File: src/rtl/stream_pkg.sv
// Shared layout helpers for the credit-based stream arbiter.
// Packets are {valid, leaf, port, payload}; control words are {enable, leaf, port}.
package stream_pkg;

    localparam int CREDIT_RETURN_PORT = 0;
    localparam int CTRL_PORT_LSB      = 0;

    function automatic int ctrl_leaf_lsb(input int port_bits);
        return port_bits;
    endfunction

    function automatic int ctrl_en_bit(input int leaf_bits, input int port_bits);
        return leaf_bits + port_bits;
    endfunction

    function automatic int ctrl_bits(input int leaf_bits, input int port_bits);
        return 1 + leaf_bits + port_bits;
    endfunction

    function automatic int pkt_port_lsb(input int payload_bits);
        return payload_bits;
    endfunction

    function automatic int pkt_leaf_lsb(input int port_bits, input int payload_bits);
        return payload_bits + port_bits;
    endfunction

    function automatic int pkt_valid_bit(input int leaf_bits, input int port_bits,
                                         input int payload_bits);
        return leaf_bits + port_bits + payload_bits;
    endfunction

    function automatic int packet_bits(input int leaf_bits, input int port_bits,
                                       input int payload_bits);
        return 1 + leaf_bits + port_bits + payload_bits;
    endfunction

endpackage

File: src/rtl/rr_arbiter.sv
// Combinational round-robin picker: first set request at or after ptr, wrapping.
module rr_arbiter #(
    parameter int  N     = 4,
    localparam int PTR_W = (N > 1) ? $clog2(N) : 1
) (
    input  logic [N-1:0]     req,
    input  logic [PTR_W-1:0] ptr,
    output logic [N-1:0]     grant,
    output logic [PTR_W-1:0] grant_idx,
    output logic             any
);

    logic [N-1:0] req_hi;

    always_comb begin
        req_hi = '0;
        for (int i = 0; i < N; i++) begin
            req_hi[i] = req[i] && (i >= int'(ptr));
        end
    end

    // Lowest request overall is the wrap-around fallback; a request at/after ptr overrides it.
    always_comb begin
        grant_idx = '0;
        for (int i = N - 1; i >= 0; i--) begin
            if (req[i]) grant_idx = PTR_W'(i);
        end
        for (int i = N - 1; i >= 0; i--) begin
            if (req_hi[i]) grant_idx = PTR_W'(i);
        end
        any   = |req;
        grant = any ? (N'(1) << grant_idx) : '0;
    end

endmodule

File: src/rtl/stream_credit_arbiter.sv
// Credit-gated round-robin merge of user channels onto one network stream,
// with network-side resend hold and in-band credit returns.
module stream_credit_arbiter
    import stream_pkg::*;
#(
    parameter int  NUM_LEAF_BITS = 6,
    parameter int  NUM_PORT_BITS = 4,
    parameter int  PAYLOAD_BITS  = 64,
    parameter int  NUM_OUT_PORTS = 7,
    parameter int  CREDIT_BITS   = 8,
    parameter int  CREDIT_INIT   = 64,
    localparam int PACKET_BITS   = packet_bits(NUM_LEAF_BITS, NUM_PORT_BITS, PAYLOAD_BITS),
    localparam int CTRL_BITS     = ctrl_bits(NUM_LEAF_BITS, NUM_PORT_BITS)
) (
    input  logic                                  clk_bft,
    input  logic                                  reset,
    input  logic [PACKET_BITS-1:0]                stream_in,
    output logic [PACKET_BITS-1:0]                stream_out,
    input  logic                                  resend,
    input  logic [CTRL_BITS*NUM_OUT_PORTS-1:0]    control_reg,
    input  logic [NUM_OUT_PORTS-1:0]              vld_user2interface,
    input  logic [PAYLOAD_BITS*NUM_OUT_PORTS-1:0] din_leaf_user2interface,
    output logic [NUM_OUT_PORTS-1:0]              ack_interface2user
);

    // Handshake: a user beat moves when vld_user2interface[i] and ack_interface2user[i]
    // are both high in the same cycle; ack is combinational, one-hot or zero, never
    // raised without vld, and vld may be held or dropped freely between beats.

    localparam int PTR_W     = (NUM_OUT_PORTS > 1) ? $clog2(NUM_OUT_PORTS) : 1;
    localparam int VALID_BIT = pkt_valid_bit(NUM_LEAF_BITS, NUM_PORT_BITS, PAYLOAD_BITS);
    localparam int PORT_LSB  = pkt_port_lsb(PAYLOAD_BITS);
    localparam int LEAF_LSB  = pkt_leaf_lsb(NUM_PORT_BITS, PAYLOAD_BITS);
    localparam int EN_BIT    = ctrl_en_bit(NUM_LEAF_BITS, NUM_PORT_BITS);

    logic [NUM_OUT_PORTS-1:0] eligible;
    logic [NUM_OUT_PORTS-1:0] grant;
    logic [PTR_W-1:0]         rr_ptr;
    logic [PTR_W-1:0]         grant_idx;
    logic                     grant_any;
    logic [CREDIT_BITS-1:0]   credit      [NUM_OUT_PORTS];
    logic [CREDIT_BITS-1:0]   credit_nxt  [NUM_OUT_PORTS];
    logic [CREDIT_BITS:0]     credit_sum  [NUM_OUT_PORTS];
    logic [CTRL_BITS-2:0]     sel_route;
    logic [PAYLOAD_BITS-1:0]  sel_din;

    // Credit return: valid packet addressed to port 0; payload carries {count, channel}.
    logic                     ret_valid;
    logic [NUM_PORT_BITS-1:0] ret_ch;
    logic [CREDIT_BITS-1:0]   ret_n;
    logic                     unused_stream_in;

    assign ret_valid = stream_in[VALID_BIT] &&
                       (stream_in[PORT_LSB +: NUM_PORT_BITS] == NUM_PORT_BITS'(CREDIT_RETURN_PORT));
    assign ret_ch    = stream_in[0 +: NUM_PORT_BITS];
    assign ret_n     = stream_in[NUM_PORT_BITS +: CREDIT_BITS];
    assign unused_stream_in = ^{stream_in[LEAF_LSB +: NUM_LEAF_BITS],
                                stream_in[PAYLOAD_BITS-1:NUM_PORT_BITS+CREDIT_BITS]};

    always_comb begin
        eligible = '0;
        for (int i = 0; i < NUM_OUT_PORTS; i++) begin
            eligible[i] = reset && !resend && vld_user2interface[i] &&
                          control_reg[i*CTRL_BITS + EN_BIT] && (credit[i] != '0);
        end
    end

    rr_arbiter #(.N(NUM_OUT_PORTS)) u_rr (
        .req       (eligible),
        .ptr       (rr_ptr),
        .grant     (grant),
        .grant_idx (grant_idx),
        .any       (grant_any)
    );

    assign ack_interface2user = grant;

    // One-hot grant lets the route/payload mux be a plain OR-reduction.
    always_comb begin
        sel_route = '0;
        sel_din   = '0;
        for (int i = 0; i < NUM_OUT_PORTS; i++) begin
            if (grant[i]) begin
                sel_route = sel_route | control_reg[i*CTRL_BITS +: CTRL_BITS-1];
                sel_din   = sel_din | din_leaf_user2interface[i*PAYLOAD_BITS +: PAYLOAD_BITS];
            end
        end
    end

    always_comb begin
        for (int i = 0; i < NUM_OUT_PORTS; i++) begin
            credit_sum[i] = {1'b0, credit[i]} - (CREDIT_BITS+1)'(grant[i]) +
                            ((ret_valid && ret_ch == NUM_PORT_BITS'(i)) ? {1'b0, ret_n} : '0);
            credit_nxt[i] = credit_sum[i][CREDIT_BITS] ? '1 : credit_sum[i][CREDIT_BITS-1:0];
        end
    end

    always_ff @(posedge clk_bft) begin
        if (!reset) begin
            stream_out <= '0;
            rr_ptr     <= '0;
            for (int i = 0; i < NUM_OUT_PORTS; i++) begin
                credit[i] <= CREDIT_BITS'(CREDIT_INIT);
            end
        end else begin
            if (!resend) begin
                stream_out <= grant_any ? {1'b1, sel_route, sel_din} : '0;
            end
            if (grant_any) begin
                rr_ptr <= (grant_idx == PTR_W'(NUM_OUT_PORTS - 1)) ? '0 : grant_idx + 1'b1;
            end
            for (int i = 0; i < NUM_OUT_PORTS; i++) begin
                credit[i] <= credit_nxt[i];
            end
        end
    end

endmodule

File: config.mk
export PLATFORM = sky130hd
export DESIGN_NAME = stream_credit_arbiter
export DESIGN_NICKNAME = d
export VERILOG_FILES = /design/src/rtl/stream_pkg.sv /design/src/rtl/rr_arbiter.sv /design/src/rtl/stream_credit_arbiter.sv
export SDC_FILE = /design/constraint.sdc
export NUM_CORES = 1
export LEC_CHECK = 0
export ABC_CLOCK_PERIOD_IN_PS = 12900
export CAP_MARGIN = 20
export CORE_AREA = 2 2 271 273
export DETAILED_ROUTE_END_ITERATION = 8
export DIE_AREA = 0 0 273 275
export GPL_ROUTABILITY_DRIVEN = 0
export PLACE_DENSITY_LB_ADDON = 0.12
export SYNTH_ARGS = -nofsm -noshare
export SYNTH_HDL_FRONTEND = slang
export SYNTH_SLANG_ARGS = --single-unit
File: constraint.sdc
create_clock -name clk_bft -period 12.9 [get_ports clk_bft]
set_input_delay 1.29 -clock clk_bft [delete_from_list [all_inputs] [get_ports clk_bft]]
set_output_delay 1.29 -clock clk_bft [all_outputs]
set_load 0.02 [all_outputs]
== Yosys cells after proc, flatten, opt, wreduce, memory -nomap -nowiden ==
Memory sizes are Yosys's and may differ from the RTL's.
Index checks and enable logic that the tools add are counted.
Widths: inputs -> output; s select.

* Bits of input ports: 610
* Latch bits: 0
* Register bits after elaboration: 78
* ROM bits: 0
* Memory bits (writable): 56
* Logic and storage cells: 154
* Memories: 1

{| class="wikitable"
|+ Memory list
! memory !! words !! width !! rd ports !! clocked after Yosys merged registers in !! write ports !! RTL line !! RTL
|-
| credit || 7 || 8 || 7 || 0 || 7 || stream_credit_arbiter.sv:41 || <nowiki>logic [CREDIT_BITS-1:0] credit [NUM_OUT_PORTS];</nowiki>
|}

* Multipliers: 0
* Reduce and logical (&&, ||, !) cells: 48
* Bitwise logic cells: 19
* Shift operators: 1
* Divide/modulo/power cells: 0
* Eq/ne operators: 7
* Add/sub/neg operators: 15
* Order comparisons: 7
* Mux-type cells: 54

{| class="wikitable"
|+ Operator list
! kind !! number
|-
| $mux 64 || 7
|-
| $or 64x64->64 || 6
|-
| $mux 8 || 21
|-
| $mux 75 || 1
|-
| $mux 10 || 7
|-
| $add 9x8->9 || 7
|-
| $sub 8x1->9 || 7
|-
| $or 10x10->10 || 6
|-
| $reduce_bool 8->1 || 7
|-
| $mux 3 || 15
|-
| $logic_and 1x1->1 || 37
|-
| $eq 4x3->1 const B || 3
|-
| $ge 3x3->1 const A || 3
|-
| $eq 4x2->1 const B || 2
|-
| $logic_not 4->1 || 2
|-
| $mux 7 || 1
|-
| $or 1x1->1 || 7
|-
| $reduce_or 7->1 || 1
|-
| $shl 1x3->7 const A || 1
|-
| $ge 1x3->1 const A || 2
|-
| $ge 2x3->1 const A || 2
|-
| $eq 4x1->1 const B || 1
|-
| $add 3x1->3 const B || 1
|-
| $eq 3x3->1 const B || 1
|-
| 2 further kinds || 3
|}

== Longest topological paths before layout ==
Gate-level depths: netlist of run 1.

* Word-level depth: 35
* Depth in mapped cells: 24
* Gate-level depth less buffers: 21

== By module ==
A second synthesis of run 1 with hierarchy kept.

* Cells, all modules: 1431
* Area, all modules: 11173.2 µm²

{| class="wikitable"
|+ Modules (own cells, without submodules)
! module !! instances !! area an instance (µm²) !! cells each
|-
| stream_credit_arbiter || 1 || 10769.1 || 1376
|-
| rr_arbiter || 1 || 404.1 || 55
|}

== Worst setup path before layout of run 1 ==
Ideal clock, no wire load.

* Kind: input-to-reg
* Start: input port resend
* End: memory credit[3][6]
* Data required time: 12.773 ns
* Stages on the path: 24
* Setup slack: 6.312 ns
* Buffers on the path: 5
* Arrival time: 6.461 ns
* Path through: clkbuf_1 nand4b_1 a2111oi_2 a21oi_1 nand2b_1 buf_2 nor2_2 inv_2 clkbuf_1 ha_1 buf_1 a21boi_1 clkbuf_1 ha_1 inv_1 ha_1 fa_1 a21o_1 a21oi_1 nor2b_1 o21ai_0 a21oi_1 xor2_1 or3_1

{| class="wikitable"
|+ RTL lines
! item !! RTL line !! RTL
|-
| from (decl) || stream_credit_arbiter.sv:19 || <nowiki>input logic resend,</nowiki>
|-
| to (decl) || stream_credit_arbiter.sv:41 ||
|}

== Worst setup path after layout of run 1 ==
* Start: input port reset
* End: output port ack_interface2user[3]

* Cells in the longest elaborated chain, start to end: 20
* Elaborated cells on any way between the ends: 46
* Classes of those cells: shift (1); mux (15); reduce/logical (30)

{| class="wikitable"
|+ Ends and longest elaborated chain
! item !! RTL line !! RTL
|-
| from (decl) || stream_credit_arbiter.sv:16 || <nowiki>input logic reset,</nowiki>
|-
| $logic_and 1x1->1 * || stream_credit_arbiter.sv:63 || <nowiki>eligible[i] = reset && !resend && vld_user2interface[i] &&</nowiki>
|-
| $logic_and 1x1->1 (2 in series) || stream_credit_arbiter.sv:63 ||
|-
| $logic_and 1x1->1 || stream_credit_arbiter.sv:64 || <nowiki>control_reg[i*CTRL_BITS + EN_BIT] && (credit[i] != '0);</nowiki>
|-
| $mux 3 (7 in series) || rr_arbiter.sv:26 || <nowiki>if (req[i]) grant_idx = PTR_W'(i);</nowiki>
|-
| $mux 3 (7 in series) || rr_arbiter.sv:29 || <nowiki>if (req_hi[i]) grant_idx = PTR_W'(i);</nowiki>
|-
| $shl 1x3->7 || rr_arbiter.sv:32 || <nowiki>grant = any ? (N'(1) << grant_idx) : '0;</nowiki>
|-
| $mux 7 * || rr_arbiter.sv:32 ||
|-
| to (decl) || stream_credit_arbiter.sv:23 || <nowiki>output logic [NUM_OUT_PORTS-1:0] ack_interface2user</nowiki>
|}

Mark *: on every way between the ends. The rest lies on a longest branch, timed or not.

==> impl_metrics.env, run 1 <==
export IMPL_initial_core_util_pct=15.69
export IMPL_fin_nets=2698
export IMPL_wirelength_mm=77.07
export IMPL_crit_start="reset"
export IMPL_routedWlPerCell_um=26.19
export IMPL_min_from="stream_out[74]"
export IMPL_hold_buffers=0
export IMPL_p_per_area_mw_per_mm2=152.7
export IMPL_root_buffer="clkbuf_16"
export IMPL_insertion_delay_ps=490
export IMPL_crit_type="in -> out"
export IMPL_setup_tns_ps=0
export IMPL_ir_worst_vdd_mv=0.08305
export IMPL_p_leak_uw=0.007149
export IMPL_grt_met3_usage_pct=5.830
export IMPL_die_area_mm2=0.07508
export IMPL_via_per_inst=4.660
export IMPL_met2_usage_pct=34.49
export IMPL_drt_iter0_drc=1271
export IMPL_hold_end="stream_out[74]"
export IMPL_finalCritPeriodShare_pct=61.73
export IMPL_clock_path_buffers=2
export IMPL_port_buffers=633
export IMPL_yosysWarningCount=0
export IMPL_endpoint_kind="output port"
export IMPL_cts_buffers=17
export IMPL_outcome="finished, final reports clean"
export IMPL_synthArstFlopShare_pct=0
export IMPL_grt_pass1_vias=13370
export IMPL_vias=13710
export IMPL_die_w_um=273
export IMPL_ant_nets=0
export IMPL_row_count=99
export IMPL_antenna_found_initial=12
export IMPL_dr_pass1_iters=6
export IMPL_finClkSkew_ps=19.25
export IMPL_grt_first_pass_wirelength_mm=102.6
export IMPL_synth_cell_area_mm2=0.01135
export IMPL_worstPathRequired_ps=11610
export IMPL_setup_violations=0
export IMPL_cp_start_kind="input pin"
export IMPL_drv_slew=0
export IMPL_crit_path_max_fanout=53
export IMPL_clk_pin_slew_worst_paths_ps=70
export IMPL_worst_r2r_setup_slack_ps=5890
export IMPL_cp_arrival_ps=6670
export IMPL_top_usage_layer="met2"
export IMPL_grt_use_total_pct=19.32
export IMPL_global_route_usage_met1_pct=22.40
export IMPL_htree_levels=4
export IMPL_grt_max_degree=68
export IMPL_timing_rr_end="credit[3][7]"
export IMPL_synth_seq_cells=134
export IMPL_postLayoutCoreUtil_pct=26.79
export IMPL_pin_count=692
export IMPL_synth_flop_cell="dfxtp_1"
export IMPL_tightestPinTransition_ps=1086
export IMPL_rsz0062_at_grt="no"
export IMPL_synth_nets=2125
export IMPL_drive_gt1_share_pct=4.251
export IMPL_cap_viol_max_count=0
export IMPL_final_hold_violation_count=0
export IMPL_grt_remaining_overflow=0
export IMPL_cts_tree="done"
export IMPL_syn_inst=1391
export IMPL_timing_fmax_ghz=0.1256
export IMPL_hpwl_mm=58.95
export IMPL_cts_resized=0
export IMPL_cts_sinks=134
export IMPL_period_minus_slack_ps=7963
export IMPL_avgSynthCellArea_um2=8.162
export IMPL_rr_startpoint="credit[6][6]"
export IMPL_nFillCells=7783
export IMPL_post_cts_buffers=0
export IMPL_ys_types=64
export IMPL_hp_class="reg -> reg"
export IMPL_syn2layout_area_growth_pct=70.72
export IMPL_drc=0
export IMPL_ys_seq_area_share_pct=23.63
export IMPL_worstHoldPathCells=2
export IMPL_die_h_um=275
export IMPL_synth_edf_count=0
export IMPL_relSlewSlack_pct=27.61
export IMPL_ff2ff_path_depth=20
export IMPL_core_mm2=0.07234
report_power, final:
| group | total [uW] | switching (uW) | internal [uW] |
|---|---|---|---|
| sequential | 614 | 75.5 | 539 |
| combinational | 1740 | 892 | 852 |
| clock | 602 | 236 | 366 |
| total | 2960 | 1200 | 1760 |
placed cells by master, fill, tap and decap left out, drive strengths merged, types with 20 or more instances in the layout:
cell type      instances
a222oi                75
inv                  167
dfxtp                134
nor2b                 21
or3                   20
a21oi                 38
o21ai                 31
a22oi                 65
a41oi                 27
ha                   117
a21boi                53
nand2                142
xnor2                 33
a32o                  57
o21a                  59
a31oi                 47
clkdlybuf4s50        631
a21o                  30
nor2                  22
buf                   25
nand4                 21
layer usage:
layer,vias to the layer above,share of wire (%)
li1,6424,-
met1,6694,40
met2,538,51
met3,50,7.8
met4,8,1.4
met5,-,0.057
layout make-up:
type                    count  area, um2  area share, %
repair buffers            656       6501          33.54
flip-flops and latches    134       2683          13.84
well taps                 959       1200          6.191
multi-input cells         988       7681          39.63
clock inverters            13      229.0          1.181
clock buffers              18      439.2          2.266
diodes                      8      20.02         0.1033
inverters                 167      629.4          3.247
per-stage QoR:
stage / setup WS, ps / cell area (um2) / total power (uW) / cells / hold slack [ps]
6_report: 4937 / 19380 / 2960 / 2943 / 476.1
5_1_grt: 4242 / 19380 / 3214 / 2941 / 512.9
4_1_cts: 4689 / 19360 / 3015 / 2935 / 480.4
3_5_place_dp: 4209 / 18690 / 2380 / 2904 / 467.0
3_3_place_gp: 4160 / 18690 / 2383 / 2904 / 453.1
2_1_floorplan: 6312 / 11350 / 1788 / 1391 / 480.9
sequential cells by signal, indices dropped and copies added, names as in the netlist:
register	cells
rr_ptr	3
credit	56
stream_out	75
cell families after synthesis:
group / Yosys count / share of synthesized area (%)
buf+inv: 269 / 9.511
compound gates: 514 / 36.00
xor+xnor: 49 / 3.780
flops: 134 / 23.63
simple gates: 301 / 12.95
fa+ha+maj: 124 / 14.13
critical path, stage by stage:
cell	delay [ps]
buf_2	100
buf_4	330
inv_4	510
a2111oi_2	200
a222oi_1	620
a21boi_4	720
nor2_2	80
inv_2	480
ha_1	530
a21boi_4	540
buf_4	500
clkdlybuf4s50_1	700
worst max path at each step:
stage | endpoint | cells past startpoint
after floorplan | credit[3][6] | 24
after global placement | credit[3][7] | 22
after detailed placement | credit[3][7] | 22
after CTS | ack_interface2user[3] | 12
after global routing | credit[3][7] | 22
final | ack_interface2user[3] | 12
synth_stat cells, drive strengths merged (27+ instances only):
library cell / number / share of area (%)
a21boi: 53 / 3.6
a21o: 30 / 2.0
a21oi: 38 / 1.7
a222oi: 75 / 6.6
a22oi: 65 / 4.3
a31oi: 47 / 2.6
a32o: 57 / 5.0
a41oi: 27 / 2.1
buf: 32 / 1.7
clkbuf: 70 / 2.3
dfxtp: 134 / 24
ha: 117 / 13
inv: 167 / 5.5
nand2: 142 / 4.7
o21a: 59 / 3.9
o21ai: 31 / 1.4
xnor2: 33 / 2.5
Note: power is estimated with default switching activity, not from simulation.
==> run 2: changes to the inputs <==
--- a/config.mk
+++ b/config.mk
@@ -5,11 +5,11 @@
 export SDC_FILE = /design/constraint.sdc
 export NUM_CORES = 1
 export LEC_CHECK = 0
-export ABC_CLOCK_PERIOD_IN_PS = 12900
+export ABC_CLOCK_PERIOD_IN_PS = 8200
 export CAP_MARGIN = 20
-export CORE_AREA = 2 2 271 273
+export CORE_AREA = 2 2 269 271
 export DETAILED_ROUTE_END_ITERATION = 8
-export DIE_AREA = 0 0 273 275
+export DIE_AREA = 0 0 271 273
 export GPL_ROUTABILITY_DRIVEN = 0
 export PLACE_DENSITY_LB_ADDON = 0.12
 export SYNTH_ARGS = -nofsm -noshare
==> constraint.sdc (replaced) <==
create_clock -name clk_bft -period 8.2 [get_ports clk_bft]
set_input_delay 0.82 -clock clk_bft [delete_from_list [all_inputs] [get_ports clk_bft]]
set_output_delay 0.82 -clock clk_bft [all_outputs]
set_load 0.02 [all_outputs]
==> impl_metrics.env, run 2 (synthesized netlist as in run 1, its figures left out) <==
export IMPL_power_switching_uw=1923
export IMPL_via_per_inst=4.755
export IMPL_tightestPinTransition_ps=1098
export IMPL_cts_resized=0
export IMPL_clkPwrFrac_pct=19.3
export IMPL_drt_iter0_drc=1079
export IMPL_rsz0062_at_grt="no"
export IMPL_timing_rr_end="credit[3][3]"
export IMPL_hold_buffers=0
export IMPL_worst_slack_ps=2054
export IMPL_drv_slew=0
export IMPL_worstHoldPathCells=2
export IMPL_grt_use_total_pct=20.30
export IMPL_largest_register_ffs=75
export IMPL_drive_gt1_share_pct=4.541
export IMPL_htree_levels=4
export IMPL_routedWlPerCell_um=26.72
export IMPL_dp_cells=2900
export IMPL_grt_pass1_vias=14010
export IMPL_insertion_delay_ps=500
export IMPL_p_leak_uw=0.007144
export IMPL_relSlewSlack_pct=26.62
export IMPL_hold_end="stream_out[74]"
export IMPL_post_cts_buffers=0
export IMPL_die_w_um=271
export IMPL_die_h_um=273
export IMPL_p_sw_share_pct=41.70
export IMPL_p_per_area_mw_per_mm2=238.1
export IMPL_cts_buffers=17
export IMPL_regMostFlops="stream_out"
export IMPL_most_common_layout_cells="631 x clkdlybuf4s50_1, 165 x inv_1, 141 x nand2_1"
export IMPL_antenna_found_initial=10
export IMPL_root_buffer="clkbuf_16"
export IMPL_nFillCells=7620
export IMPL_clock_path_buffers=2
export IMPL_cap_viol_max_count=0
export IMPL_cts_sinks=134
export IMPL_worst_r2r_setup_slack_ps=2370
export IMPL_crit_path_max_fanout=9
export IMPL_endpoint_kind="flop"
export IMPL_stdcell_count=2937
export IMPL_cp_arrival_ps=6580
export IMPL_initial_core_util_pct=15.99
export IMPL_ant_nets=0
export IMPL_grt_max_degree=69
export IMPL_wirelength_mm=78.46
export IMPL_ir_worst_vdd_mv=0.1024
export IMPL_dr_pass1_iters=7
export IMPL_grt_remaining_overflow=0
export IMPL_ff2ff_path_depth=20
export IMPL_postLayoutCoreUtil_pct=27.28
export IMPL_final_hold_violation_count=0
export IMPL_setup_violations=0
export IMPL_fin_nets=2703
export IMPL_finalCritPeriodShare_pct=74.95
export IMPL_finClkSkew_ps=26.40
export IMPL_largestRegisters="stream_out x75, credit x56, rr_ptr x3"
export IMPL_vias=13970
export IMPL_worstPathRequired_ps=8630
export IMPL_hp_class="reg -> reg"
export IMPL_min_from="stream_out[74]"
export IMPL_cp_start_kind="input pin"
export IMPL_p_seq_share_pct=21.1
export IMPL_timing_fmax_ghz=0.1627
export IMPL_grt_first_pass_wirelength_mm=107.0
export IMPL_rr_startpoint="credit[4][4]"
export IMPL_drc=0
export IMPL_cts_tree="done"
export IMPL_syn2layout_area_growth_pct=70.59
export IMPL_pin_count=692
export IMPL_port_buffers=633
export IMPL_die_area_mm2=0.07398
export IMPL_post_place_ws_ps=1533
export IMPL_crit_type="in -> reg"
export IMPL_setup_tns_ps=0
export IMPL_period_minus_slack_ps=6146
export IMPL_clk_pin_slew_worst_paths_ps=70
export IMPL_hpwl_mm=60.24
export IMPL_mostFrequentLayoutCell="clkdlybuf4s50_1"
export IMPL_core_mm2=0.07100
export IMPL_row_count=98
export IMPL_combinationalPowerShare_pct=59.7
export IMPL_outcome="finished, final reports clean"
export IMPL_intPower_uw=2689
run 2: changes by cell type in the layout (fill, tap and decap cells not counted), sizes merged:
| cell | previous run | this run |
|---|---|---|
| diode | 8 | 5 |
| clkbuf | 18 | 19 |
| inv | 167 | 171 |
| clkinv | 6 | 2 |
| buf | 25 | 30 |
| clkinvlp | 1 | 4 |
| bufinv | 6 | 3 |
run 2: per-layer routing:
metal / GRT usage [%] / part of all wire [%]
met5: 0 / 0.017
met1: 23.49 / 39
met4: 4.827 / 1.6
met2: 36.34 / 51
met3: 6.230 / 8.2
run 2: worst max-delay path by stage:
stage,start,cells past startpoint,to
global placement,reset,21,credit[3][7]
finish,control_reg[76],21,credit[3][3]
floorplan,resend,24,credit[3][6]
detailed placement,reset,21,credit[3][2]
global route,reset,21,credit[3][5]
CTS,reset,12,ack_interface2user[3]
run 2: through the flow:
stage | hold WS, ps | total power [uW] | area (um2)
3_3_place_gp | 452.5 | 3750 | 18730
3_5_place_dp | 466.9 | 3768 | 18730
2_1_floorplan | 480.9 | 2813 | 11350
6_report | 478.6 | 4612 | 19370
4_1_cts | 480.8 | 4698 | 19350
5_1_grt | 497.5 | 5029 | 19360
run 2: critical path, cell delays in order:
cell,delay (ps)
clkdlybuf4s50_1,450
nand2_1,120
a2111oi_2,860
a22oi_1,200
a221o_1,300
o21bai_1,210
and2_1,210
ha_1,160
ha_1,440
a21boi_4,280
ha_1,140
inv_1,40
ha_1,210
fa_1,470
a21o_1,180
a21oi_1,230
nor2b_1,70
o21ai_0,250
a21oi_1,130
xor2_1,580
o21a_1,220
run 2: power groups by stage:
stage	sequential (uW)	combinational [uW]	clock, uW
floorplan	993	1820	0
global placement	986	2760	0
detailed placement	985	2780	0
CTS	974	2800	922
global route	991	3100	938
finish	972	2750	888
run 2: layout make-up:
type,instances,area [um2],area share [%]
diodes,5,12.51,0.06460
clock buffers,19,452.9,2.339
clock inverters,13,168.9,0.8722
inverters,167,629.4,3.250
multi-input cells,988,7681,39.66
flip-flops and latches,134,2683,13.85
well taps,950,1189,6.137
repair buffers,661,6551,33.83
==> run 3: changes to the inputs <==
--- a/config.mk
+++ b/config.mk
@@ -5,7 +5,7 @@
 export SDC_FILE = /design/constraint.sdc
 export NUM_CORES = 1
 export LEC_CHECK = 0
-export ABC_CLOCK_PERIOD_IN_PS = 8200
+export ABC_CLOCK_PERIOD_IN_PS = 5800
 export CAP_MARGIN = 20
 export CORE_AREA = 2 2 269 271
 export DETAILED_ROUTE_END_ITERATION = 8
==> constraint.sdc (replaced) <==
create_clock -name clk_bft -period 5.8 [get_ports clk_bft]
set_input_delay 0.58 -clock clk_bft [delete_from_list [all_inputs] [get_ports clk_bft]]
set_output_delay 0.58 -clock clk_bft [all_outputs]
set_load 0.02 [all_outputs]
==> impl_metrics.env, run 3 (synthesized netlist as in run 1, its figures left out) <==
export IMPL_drive_gt1_share_pct=5.255
export IMPL_die_area_mm2=0.07398
export IMPL_worstPathRequired_ps=6180
export IMPL_grt_use_total_pct=20.19
export IMPL_root_buffer="clkbuf_16"
export IMPL_htree_levels=4
export IMPL_cts_buffers=17
export IMPL_ir_worst_vdd_mv=0.1654
export IMPL_grt_pass1_vias=13830
export IMPL_port_buffers=633
export IMPL_cpPeakStageDelay_ps=610
export IMPL_worst_r2r_setup_slack_ps=590
export IMPL_grt_remaining_overflow=0
export IMPL_cts_tree="done"
export IMPL_path_common_cell="ha_1"
export IMPL_p_per_area_mw_per_mm2=338.4
export IMPL_timing_rr_end="credit[3][4]"
export IMPL_ant_nets=0
export IMPL_rr_startpoint="credit[0][0]"
export IMPL_mostFrequentLayoutCell="clkdlybuf4s50_1"
export IMPL_hpwl_mm=60.74
export IMPL_p_leak_uw=0.007239
export IMPL_most_common_layout_cells="631 x clkdlybuf4s50_1, 165 x inv_1, 141 x nand2_1"
export IMPL_cp_start_kind="flop"
export IMPL_relSlewSlack_pct=30.65
export IMPL_worst_slack_ps=586.6
export IMPL_syn2layout_area_growth_pct=72.00
export IMPL_cp_cell_sequence="or4_1, o2111ai_1, and4_1, a21boi_4, nor2_2, inv_2, ha_1, a21boi_4, ha_1, inv_1, ha_1, fa_1, a21o_1, a21oi_1, nor2b_1, o21ai_0, a21oi_1, xor2_1, buf_4, o21a_1"
export IMPL_routedWlPerCell_um=26.50
export IMPL_via_per_inst=4.693
export IMPL_crit_start="credit[0][0]"
export IMPL_post_cts_buffers=0
export IMPL_insertion_delay_ps=500
export IMPL_ff2ff_path_depth=20
export IMPL_die_h_um=273
export IMPL_crit_family="compound AO/OA/AOI/OAI gates"
export IMPL_worstHoldPathCells=2
export IMPL_setup_violations=0
export IMPL_fin_nets=2719
export IMPL_largest_register_ffs=75
export IMPL_finClkSkew_ps=21.81
export IMPL_cap_viol_max_count=0
export IMPL_cts_resized=0
export IMPL_finalCritPeriodShare_pct=89.89
export IMPL_rsz0062_at_grt="no"
export IMPL_crit_buf_inv=3
export IMPL_drv_slew=0
export IMPL_drc=0
export IMPL_cts_sinks=134
export IMPL_outcome="finished, final reports clean"
export IMPL_vias=13880
export IMPL_clk_pin_slew_worst_paths_ps=70
export IMPL_regMostFlops="stream_out"
export IMPL_hp_class="reg -> reg"
export IMPL_period_minus_slack_ps=5213
export IMPL_timing_fmax_ghz=0.1918
export IMPL_clock_path_buffers=2
export IMPL_crit_end="credit[3][4]"
export IMPL_post_place_ws_ps=77.30
export IMPL_endpoint_kind="flop"
export IMPL_wirelength_mm=78.38
export IMPL_hold_buffers=0
export IMPL_core_mm2=0.07100
export IMPL_die_w_um=271
export IMPL_initial_core_util_pct=15.99
export IMPL_dr_pass1_iters=8
export IMPL_grt_first_pass_wirelength_mm=106.1
export IMPL_critPathSlowestCell="or4_1"
export IMPL_crit_path_max_fanout=7
export IMPL_setup_tns_ps=0
export IMPL_antenna_found_initial=13
export IMPL_grt_max_degree=66
export IMPL_path_depth=20
export IMPL_crit_type="reg -> reg"
export IMPL_largestRegisters="stream_out x75, credit x56, rr_ptr x3"
export IMPL_cp_arrival_ps=5590
export IMPL_row_count=98
export IMPL_drt_iter0_drc=1229
export IMPL_tightestPinTransition_ps=1040
export IMPL_final_hold_violation_count=0
export IMPL_pin_count=692
-- run 3: cell count changes in the layout (fill, tap and decap cells not counted), sizes merged --
| cell | before | now |
|---|---|---|
| diode | 5 | 10 |
| clkinvlp | 4 | 3 |
| bufinv | 3 | 4 |
| clkinv | 2 | 4 |
| buf | 30 | 46 |
| inv | 171 | 169 |
-- run 3: how the worst min path moves through the flow --
stage	to	slack, ps	from
after CTS	stream_out[74]	480	stream_out[74]
after global routing	stream_out[74]	530	stream_out[74]
final	stream_out[74]	480	stream_out[74]
after global placement	stream_out[74]	450	stream_out[74]
after floorplan	rr_ptr[0]	480	rr_ptr[0]
after detailed placement	stream_out[74]	460	stream_out[74]
-- run 3: power by group --
group	switching (uW)	total [uW]	internal (uW)
Sequential	173	1370	1200
Clock	538	1290	747
Combinational	2000	3950	1950
-- run 3: worst reg2reg max path, delay by kind of cell (launching register included) --
family / cells / cell delay [ps]
xor gates and xnor gates: 1 / 160
AOI/OAI and AO/OA: 8 / 1700
DFF: 1 / 310
buffers and inverters: 3 / 280
and+or+nand+nor: 4 / 1480
adders and majority gates: 4 / 1170
-- run 3: final cells by class --
cell class / count / area [um2]
inverters: 167 / 629.4
diodes: 10 / 25.02
flip-flops and latches: 134 / 2683
fillers: 7559 / 51470
clock inverters: 13 / 195.2
repair buffers: 677 / 6679
well taps: 950 / 1189
multi-input cells: 988 / 7675
clock buffers: 19 / 452.9
-- run 3: stage by stage --
stage / std cells / hold WS (ps) / power (uW) / utilization (%) / cell area [um2]
6_report: 2958 / 479.8 / 6607 / 27.51 / 19530
5_1_grt: 2956 / 534.5 / 7181 / 27.50 / 19520
4_1_cts: 2948 / 483.3 / 6715 / 27.47 / 19500
3_5_place_dp: 2916 / 463.6 / 5365 / 26.56 / 18850
3_3_place_gp: 2915 / 452.4 / 5360 / 26.54 / 18840
2_1_floorplan: 1391 / 480.9 / 3977 / - / 11350
-- run 3: metal layers --
metal / global-route usage (%) / part of all wire, % / up-vias
met3: 5.641 / 7.7 / 70
met2: 34.59 / 49 / 602
met5: 0 / 0.080 / -
met4: 5.409 / 1.7 / 10
li1: - / - / 6487
met1: 24.71 / 42 / 6714
